===== src/rtl/rec_frame_arb.sv =====
// Round-robin arbiter sharing one serial frame receiver between CH_NUM channels.
// Holds each grant until a CRC verdict, abort or timeout, then enforces an idle gap.
module rec_frame_arb #(
  parameter int CH_NUM     = 4,
  parameter int MAX_BITS   = 8192,
  parameter int START_TO   = 1024,
  parameter int VERDICT_TO = 4096,
  parameter int GAP_CYCLES = 16,
  localparam int CH_W      = $clog2(CH_NUM)
) (
  input  logic              i_clk20m,
  input  logic              i_rst,
  input  logic [CH_NUM-1:0] i_ch_req,
  input  logic [CH_NUM-1:0] i_ch_data,
  input  logic [CH_NUM-1:0] i_ch_en,
  output logic [CH_NUM-1:0] o_ch_gnt,
  output logic              o_data_in,
  output logic              o_data_en,
  input  logic              i_crc_ok,
  input  logic              i_crc_err,
  output logic              o_busy,
  output logic [CH_W-1:0]   o_cur_ch,
  output logic [15:0]       o_frame_ok_cnt,
  output logic [15:0]       o_frame_err_cnt,
  output logic [15:0]       o_timeout_cnt
);

  localparam int TMR_MAX = (VERDICT_TO > START_TO) ?
                           ((VERDICT_TO > GAP_CYCLES) ? VERDICT_TO : GAP_CYCLES) :
                           ((START_TO > GAP_CYCLES) ? START_TO : GAP_CYCLES);
  localparam int TMR_W = $clog2(TMR_MAX);
  localparam int BIT_W = $clog2(MAX_BITS);

  localparam logic [TMR_W-1:0] START_LAST   = TMR_W'(START_TO - 1);
  localparam logic [TMR_W-1:0] VERDICT_LAST = TMR_W'(VERDICT_TO - 1);
  localparam logic [TMR_W-1:0] GAP_LAST     = TMR_W'(GAP_CYCLES - 1);
  localparam logic [BIT_W-1:0] BIT_LAST     = BIT_W'(MAX_BITS - 1);

  typedef enum logic [2:0] {IDLE, GRANT, XFER, WAIT_VERDICT, GAP} state_t;

  state_t           state;
  logic [TMR_W-1:0] tmr;
  logic [BIT_W-1:0] bit_cnt;
  logic             hit;
  logic [CH_W-1:0]  hit_idx;
  logic [CH_W-1:0]  cand;

  function automatic logic [15:0] sat_inc(input logic [15:0] v);
    return (v == 16'hFFFF) ? v : v + 16'd1;
  endfunction

  // Scan farthest-first so the channel nearest after o_cur_ch wins.
  always_comb begin
    hit     = 1'b0;
    hit_idx = '0;
    cand    = '0;
    for (int i = CH_NUM; i >= 1; i--) begin
      cand = CH_W'((int'(o_cur_ch) + i) % CH_NUM);
      if (i_ch_req[cand]) begin
        hit     = 1'b1;
        hit_idx = cand;
      end
    end
  end

  always_ff @(posedge i_clk20m or posedge i_rst) begin
    if (i_rst) begin
      state           <= IDLE;
      o_ch_gnt        <= '0;
      o_data_in       <= 1'b0;
      o_data_en       <= 1'b0;
      o_busy          <= 1'b0;
      o_cur_ch        <= CH_W'(CH_NUM - 1);
      o_frame_ok_cnt  <= '0;
      o_frame_err_cnt <= '0;
      o_timeout_cnt   <= '0;
      tmr             <= '0;
      bit_cnt         <= '0;
    end else begin
      case (state)
        IDLE: begin
          if (hit) begin
            state    <= GRANT;
            o_ch_gnt <= CH_NUM'(1) << hit_idx;
            o_cur_ch <= hit_idx;
            o_busy   <= 1'b1;
            tmr      <= '0;
            bit_cnt  <= '0;
          end
        end

        // The first bit is forwarded on the same edge that sees enable rise.
        GRANT: begin
          if (i_ch_en[o_cur_ch]) begin
            state     <= XFER;
            o_data_en <= 1'b1;
            o_data_in <= i_ch_data[o_cur_ch];
            tmr       <= '0;
            bit_cnt   <= '0;
          end else if (!i_ch_req[o_cur_ch]) begin
            state    <= GAP;
            o_ch_gnt <= '0;
            tmr      <= '0;
            bit_cnt  <= '0;
          end else if (tmr == START_LAST) begin
            state         <= GAP;
            o_ch_gnt      <= '0;
            o_timeout_cnt <= sat_inc(o_timeout_cnt);
            tmr           <= '0;
            bit_cnt       <= '0;
          end else begin
            tmr <= tmr + 1'b1;
          end
        end

        XFER: begin
          if (!i_ch_en[o_cur_ch]) begin
            state     <= WAIT_VERDICT;
            o_data_en <= 1'b0;
            o_data_in <= 1'b0;
            tmr       <= '0;
            bit_cnt   <= '0;
          end else if (bit_cnt == BIT_LAST) begin
            state           <= GAP;
            o_ch_gnt        <= '0;
            o_data_en       <= 1'b0;
            o_data_in       <= 1'b0;
            o_frame_err_cnt <= sat_inc(o_frame_err_cnt);
            tmr             <= '0;
            bit_cnt         <= '0;
          end else begin
            o_data_en <= 1'b1;
            o_data_in <= i_ch_data[o_cur_ch];
            bit_cnt   <= bit_cnt + 1'b1;
          end
        end

        // A simultaneous ok+err pair is treated as an error.
        WAIT_VERDICT: begin
          if (i_crc_err) begin
            state           <= GAP;
            o_ch_gnt        <= '0;
            o_frame_err_cnt <= sat_inc(o_frame_err_cnt);
            tmr             <= '0;
            bit_cnt         <= '0;
          end else if (i_crc_ok) begin
            state          <= GAP;
            o_ch_gnt       <= '0;
            o_frame_ok_cnt <= sat_inc(o_frame_ok_cnt);
            tmr            <= '0;
            bit_cnt        <= '0;
          end else if (tmr == VERDICT_LAST) begin
            state         <= GAP;
            o_ch_gnt      <= '0;
            o_timeout_cnt <= sat_inc(o_timeout_cnt);
            tmr           <= '0;
            bit_cnt       <= '0;
          end else begin
            tmr <= tmr + 1'b1;
          end
        end

        GAP: begin
          if (tmr == GAP_LAST) begin
            state   <= IDLE;
            o_busy  <= 1'b0;
            tmr     <= '0;
            bit_cnt <= '0;
          end else begin
            tmr <= tmr + 1'b1;
          end
        end

        default: begin
          state     <= IDLE;
          o_ch_gnt  <= '0;
          o_data_en <= 1'b0;
          o_data_in <= 1'b0;
          o_busy    <= 1'b0;
          tmr       <= '0;
          bit_cnt   <= '0;
        end
      endcase
    end
  end

endmodule


===== config.mk =====
export PLATFORM = sky130hd
export DESIGN_NAME = rec_frame_arb
export DESIGN_NICKNAME = d
export VERILOG_FILES = /design/src/rtl/rec_frame_arb.sv
export SDC_FILE = /design/constraint.sdc
export NUM_CORES = 1
export LEC_CHECK = 0
export CAP_MARGIN = 20
export CORE_ASPECT_RATIO = 0.75
export CORE_MARGIN = 3
export CORE_UTILIZATION = 53
export DETAILED_ROUTE_END_ITERATION = 8
export PLACE_DENSITY = 0.89
export RECOVER_POWER = 25
export SLEW_MARGIN = 20
export SYNTH_ARGS = -nofsm -noshare
export SYNTH_HDL_FRONTEND = slang
export SYNTH_SLANG_ARGS = --single-unit

===== constraint.sdc =====
create_clock -name i_clk20m -period 4 [get_ports i_clk20m]
set_clock_uncertainty 0.1 [all_clocks]
set_input_delay 1.2 -clock i_clk20m [delete_from_list [all_inputs] [get_ports i_clk20m]]
set_output_delay 1.2 -clock i_clk20m [all_outputs]
set_load 0.005 [all_outputs]

==> impl_metrics.json, run 1 <==
{
  "finalNonFillerCells": 640,
  "net_count_synth": 478,
  "worstRegToRegCells": 5,
  "maxCapViolations": 1,
  "violations": "capacitance limit, slew limit",
  "worstMarginPinSlew_ps": 2078,
  "core_area_sq_um": 8163,
  "critical_path.endpoint_type": "flop",
  "fin_crit_ps": 3362,
  "slew_headroom": -0.3856,
  "clockRootBuffer": "sky130_fd_sc_hd__clkbuf_16",
  "die_x_um": 113.8,
  "grt_start_max_net_pins": 86,
  "holdCritPathClass": "reg -> reg",
  "postCtsHoldBufs": 0,
  "power.share.switching": 0.3381,
  "cellInternalPower_uw": 1801,
  "routed-via-count": 3957,
  "number_of_standard_cell_rows_in_the_floorplan": 28,
  "synthesis.instances": 457,
  "synth_async_sr_flop_share": 1.000,
  "setup_tns_ps": 0,
  "post-place-ws_ps": 322.5,
  "clock_latency_ps": 340,
  "crit-reg2reg-capture": "o_timeout_cnt[15]",
  "synth.avg_cell_area_sq_um": 10.11,
  "cts.repair.resized": 0,
  "antenna_left": 0,
  "grt_remaining_overflow": 0,
  "synth-main-ff-cell": "sky130_fd_sc_hd__dfrtp_1",
  "timing.hold.worst_endpoint": "o_frame_ok_cnt[13]",
  "numClockSinks": 85,
  "worst_r2r_src": "state[0]",
  "antenna_found_initial": 0,
  "period_share": 0.8404,
  "worst_setup_hold_path_clk_slew_ps": 60,
  "min_from": "o_frame_ok_cnt[13]",
  "power_leakage_uw": 0.002365,
  "finalWirelength_um": 11350,
  "port_buffers": 72,
  "dpl.hpwl_um": 7871,
  "finalSetupViolations": 0,
  "mostFrequentLayoutCells": "sky130_fd_sc_hd__dfrtp_1 (83), sky130_fd_sc_hd__clkdlybuf4s50_1 (72), sky130_fd_sc_hd__nand2_1 (42), sky130_fd_sc_hd__xnor2_1 (37), sky130_fd_sc_hd__nand3_1 (25)",
  "post_synth_instance_area_sq_um": 4622,
  "layout_commonest_cell": "sky130_fd_sc_hd__dfrtp_1",
  "grt_setup_unrepaired": "no",
  "floorplan.die_area_sq_um": 9889,
  "cts_tree": "done",
  "net-switching-power_uw": 919.9,
  "share_of_the_yosys_chip_area_belonging_to_registers": 0.4607,
  "reg2reg_setup_slack_ps": 1050,
  "power_frac_clock": 0.309,
  "critical_path_class": "in -> reg",
  "num_antenna_cells": 0,
  "initial_core_util": 0.5662,
  "syn_to_final_growth_pct": 23.52,
  "globalplace.congestion": 0.8542,
  "timing.critical_path.from_type": "primary input",
  "total_power_uw": 2721,
  "ys_seq_elements": 85,
  "hold_ws_ps": 387.0,
  "outcome": "complete, but fails checks",
  "critical_path_peak_fanout": 14,
  "timing.fmax_mhz": 297.5,
  "h-tree-depth": 3,
  "post_synth_edffs": 0,
  "drt-wirelength-per-cell_um": 17.73,
  "cts_post_setup_buffers_inserted": 0,
  "clock_tree.buffer_depth": 2,
  "yosysUniqueCellTypes": 68,
  "first_global_vias": 3810,
  "p_per_area_nw_per_um2": 476.5,
  "ys_warn_count": 0,
  "cp.arrival_ps": 3450,
  "grt_pass1_wl_um": 18870,
  "detailedRoute.firstPassIterationCount": 5,
  "place.detailed.instances": 624,
  "report.final.slew_viol_count": 86,
  "final_nets": 551,
  "boundaryPins": 73,
  "timing.final.hold_violations": 0,
  "comb_power_share": 0.279,
  "vdd_ir_drop_max_mv": 0.4191,
  "number_of_design_rule_violations_left_by_the_first_detailed_router_iteration": 318,
  "min_delay_path_depth": 1,
  "grtUsageTotal": 0.2368,
  "drt-vias-per-instance": 6.183,
  "cts_buffer_count": 9,
  "share_seq_of_total_power": 0.412,
  "worst-endpoint-required_ps": 4090,
  "final_layout_size_suffix_gt1_frac": 0.09533,
  "dieHeight_um": 86.88,
  "setup_slack_ps": 638.3,
  "drc_errors": 0
}
[logic make-up (layout without fill, tap and decap cells)]
group | after synthesis | count (layout) | share of synthesized area
xor gates and xnor gates | 51 | 51 | 0.09664
buffers and inverters | 34 | 112 | 0.03654
and+or+nand+nor | 191 | 191 | 0.2358
adders and majority gates | 5 | 5 | 0.01354
AOI/OAI and AO/OA | 81 | 81 | 0.1253
muxes | 10 | 10 | 0.03140
DFF | 85 | 85 | 0.4607
[metrics by stage]
step / cell area (sq um) / utilization
4_1_cts: 5724 / 0.7013
2_1_floorplan: 4622 / -
3_3_place_gp: 5424 / 0.6645
6_report: 5709 / 0.6994
5_1_grt: 5709 / 0.6994
3_5_place_dp: 5424 / 0.6645
[synth_stat cells (2+ instances only)]
cell type	count	area share
sky130_fd_sc_hd__a21o_1	4	0.0065
sky130_fd_sc_hd__a21oi_1	18	0.019
sky130_fd_sc_hd__a22oi_1	2	0.0032
sky130_fd_sc_hd__a31o_2	3	0.0057
sky130_fd_sc_hd__a31oi_1	7	0.0095
sky130_fd_sc_hd__a41oi_1	5	0.0095
sky130_fd_sc_hd__and2_1	6	0.0081
sky130_fd_sc_hd__and3_1	8	0.011
sky130_fd_sc_hd__and4_1	7	0.013
sky130_fd_sc_hd__buf_2	3	0.0032
sky130_fd_sc_hd__buf_4	2	0.0032
sky130_fd_sc_hd__buf_6	4	0.0097
sky130_fd_sc_hd__clkbuf_1	5	0.0041
sky130_fd_sc_hd__dfrtp_1	83	0.45
sky130_fd_sc_hd__dfstp_2	2	0.011
sky130_fd_sc_hd__ha_1	5	0.014
sky130_fd_sc_hd__inv_1	19	0.015
sky130_fd_sc_hd__mux2_2	3	0.0073
sky130_fd_sc_hd__mux2i_1	4	0.0087
sky130_fd_sc_hd__mux4_2	2	0.0097
sky130_fd_sc_hd__nand2_1	42	0.034
sky130_fd_sc_hd__nand2b_1	4	0.0054
sky130_fd_sc_hd__nand3_1	25	0.027
sky130_fd_sc_hd__nand3b_1	2	0.0032
sky130_fd_sc_hd__nand4_1	20	0.027
sky130_fd_sc_hd__nor2_1	23	0.019
sky130_fd_sc_hd__nor2b_1	4	0.0054
sky130_fd_sc_hd__nor3_1	16	0.017
sky130_fd_sc_hd__nor3_2	7	0.015
sky130_fd_sc_hd__nor3b_1	3	0.0049
sky130_fd_sc_hd__nor4_1	5	0.0068
sky130_fd_sc_hd__nor4_2	2	0.0054
sky130_fd_sc_hd__o2111ai_1	3	0.0057
sky130_fd_sc_hd__o21a_1	3	0.0049
sky130_fd_sc_hd__o21ai_0	9	0.0097
sky130_fd_sc_hd__o21ai_1	2	0.0022
sky130_fd_sc_hd__o22ai_1	9	0.012
sky130_fd_sc_hd__o2bb2ai_1	2	0.0038
sky130_fd_sc_hd__o31ai_1	2	0.0032
sky130_fd_sc_hd__or3_1	4	0.0054
sky130_fd_sc_hd__or3b_2	2	0.0038
sky130_fd_sc_hd__xnor2_1	37	0.070
sky130_fd_sc_hd__xor2_1	14	0.027
[flip-flops by register name, indices dropped and copies added (netlist names)]
name             count
bit_cnt             13
o_frame_err_cnt     16
o_cur_ch             2
o_data_in            1
o_timeout_cnt       16
o_ch_gnt             4
o_data_en            1
state                3
o_frame_ok_cnt      16
tmr                 12
o_busy               1
[power by group through the flow]
stage                     combinational, uW  clock (uW)  sequential [uW]
after global placement                  722           0             1120
after detailed placement                747           0             1130
after floorplan                         560           0             1060
final                                   760         840             1120
after CTS                               759         845             1110
after global routing                    828         887             1140
[metal layers]
layer / vias to the layer above / global-route usage / part of all wire
met2: 151 / 0.3838 / 0.49
met3: 21 / 0.05000 / 0.067
met5: - / 0 / 0
met4: 0 / 0.06472 / 0.014
li1: 1818 / - / -
met1: 1967 / 0.3271 / 0.43
[final cells by class]
| type | count | area [sq um] |
|---|---|---|
| clock buffer | 10 | 229.0 |
| clock inverter | 6 | 71.32 |
| fill | 596 | 2454 |
| inverter | 20 | 76.32 |
| multi-input combinational | 338 | 2323 |
| sequential | 85 | 2130 |
| tap | 105 | 131.4 |
| timing repair buffer | 76 | 748.2 |
[worst max-delay path: stages]
cell	delay (ps)
sky130_fd_sc_hd__clkdlybuf4s50_1	500
sky130_fd_sc_hd__mux4_2	560
sky130_fd_sc_hd__nor4b_2	190
sky130_fd_sc_hd__o31a_1	250
sky130_fd_sc_hd__nor3_4	560
sky130_fd_sc_hd__a31oi_1	180
[worst max-delay path by stage]
stage                           start     endpoint  slack [ps]  depth (start not counted)
after floorplan                 i_rst   bit_cnt[0]         510                          1
after global placement    i_ch_req[3]     state[0]         390                          6
after detailed placement  i_ch_req[3]   bit_cnt[2]         320                          6
after CTS                 i_ch_req[3]  bit_cnt[11]         660                          6
after global routing            i_rst       o_busy         330                          3
final                     i_ch_req[3]  bit_cnt[11]         640                          6
Note: power is estimated with default switching activity, not from simulation.
==> inputs of run 2 (changes only) <==
clock period = 3.2 ns   (was 4 ns; I/O delays follow)
==> impl_metrics.json, run 2 (synthesis results as in run 1) <==
{
  "mostFrequentLayoutCells": "sky130_fd_sc_hd__dfrtp_1 (83), sky130_fd_sc_hd__clkdlybuf4s50_1 (71), sky130_fd_sc_hd__nand2_1 (42), sky130_fd_sc_hd__xnor2_1 (37), sky130_fd_sc_hd__nand3_1 (25)",
  "setup_tns_ps": 0,
  "vdd_ir_drop_max_mv": 0.5436,
  "initial_core_util": 0.5662,
  "clockRootBuffer": "sky130_fd_sc_hd__clkbuf_16",
  "h-tree-depth": 3,
  "drt-wirelength-per-cell_um": 17.17,
  "number_of_standard_cell_rows_in_the_floorplan": 28,
  "worst_setup_hold_path_clk_slew_ps": 70,
  "antenna_found_initial": 0,
  "postCtsHoldBufs": 0,
  "maxCapViolations": 0,
  "period_share": 0.9146,
  "port_buffers": 72,
  "final_layout_size_suffix_gt1_frac": 0.1264,
  "grtUsageTotal": 0.2387,
  "final_core_area_utilization": 0.7230,
  "grt_pass1_wl_um": 18740,
  "post-place-ws_ps": -118.8,
  "outcome": "finished, final reports clean",
  "timing.fmax_mhz": 341.7,
  "numClockSinks": 85,
  "largestRegisters": "o_frame_err_cnt x16, o_frame_ok_cnt x16, o_timeout_cnt x16",
  "holdCritPathClass": "reg -> reg",
  "p_per_area_nw_per_um2": 599.7,
  "clock_latency_ps": 340,
  "cp.arrival_ps": 3070,
  "antenna_left": 0,
  "grt_start_max_net_pins": 42,
  "critical_path.endpoint_type": "flop",
  "drc_errors": 0,
  "fin_crit_ps": 2927,
  "dpl.hpwl_um": 8081,
  "first_global_vias": 3752,
  "routed-via-count": 3968,
  "power_leakage_uw": 0.002488,
  "cts_tree": "done",
  "finalSetupViolations": 0,
  "grt_remaining_overflow": 0,
  "die_x_um": 113.8,
  "critical_path_peak_fanout": 7,
  "core_area_sq_um": 8163,
  "timing.final.hold_violations": 0,
  "cts.repair.resized": 0,
  "critical_path_class": "in -> reg",
  "number_of_design_rule_violations_left_by_the_first_detailed_router_iteration": 347,
  "syn_to_final_growth_pct": 27.69,
  "reg2reg_setup_slack_ps": 610,
  "cts_post_setup_buffers_inserted": 0,
  "globalplace.congestion": 0.8494,
  "layout_commonest_cell": "sky130_fd_sc_hd__dfrtp_1",
  "worst-endpoint-required_ps": 3340,
  "detailedRoute.firstPassIterationCount": 5,
  "report.final.slew_viol_count": 0,
  "worstMarginPinSlew_ps": 1352,
  "boundaryPins": 73,
  "clock_tree.buffer_depth": 2,
  "final_nets": 570,
  "finalWirelength_um": 11320,
  "cts_buffer_count": 9,
  "setup_slack_ps": 273.2,
  "dieHeight_um": 86.88,
  "floorplan.die_area_sq_um": 9889,
  "num_antenna_cells": 0,
  "slew_headroom": 0.09363,
  "grt_setup_unrepaired": "no",
  "timing.critical_path.from_type": "primary input",
  "hold_ws_ps": 393.2,
  "drt-vias-per-instance": 6.021
}
## run 2: metal layers
metal	global-route usage	up-vias	share of wire
li1	-	1861	-
met1	0.3336	1932	0.43
met2	0.3731	166	0.48
met3	0.06875	9	0.076
met4	0.05502	0	0.0088
met5	0	-	0
## run 2: critical path, cell delays in order
cell and delay [ps]:
sky130_fd_sc_hd__clkdlybuf4s50_1 410, sky130_fd_sc_hd__mux4_2 590, sky130_fd_sc_hd__buf_4 200, sky130_fd_sc_hd__and2_0 180, sky130_fd_sc_hd__a21oi_1 380, sky130_fd_sc_hd__a21oi_1 140
sky130_fd_sc_hd__o22ai_1 200
## run 2: final timing paths
path / start / cells after the start / to
setup / recovery: i_ch_en[3] / 7 / tmr[4]
hold / removal: o_frame_err_cnt[14] / 1 / o_frame_err_cnt[14]
setup reg to reg: state[1] / 5 / bit_cnt[5]
hold reg to reg: o_frame_err_cnt[14] / 1 / o_frame_err_cnt[14]
max in group asynchronous: i_rst / 3 / tmr[0]
min in group asynchronous: i_rst / 2 / o_frame_ok_cnt[14]
## run 2: per-stage QoR
step | area (sq um) | power [uW] | std cells
detailed placement | 5582 | 2408 | 643
CTS | 5904 | 3551 | 659
global route | 5902 | 3735 | 659
global placement | 5582 | 2378 | 643
finish | 5902 | 3540 | 659
floorplan | 4626 | 2022 | 457
## run 2: cell type report
type	instances	area, sq um
clock buffer	10	229.0
clock inverter	6	93.84
fill	588	2261
inverter	20	76.32
multi-input combinational	338	2323
sequential	85	2130
tap	105	131.4
timing repair buffer	95	918.4
## run 2: power by group
part           switching [uW]  leakage [uW]  internal (uW)
clock network             431      0.000154            692
registers                 185       0.00113           1200
logic                     529       0.00120            502
total                    1150       0.00249           2390
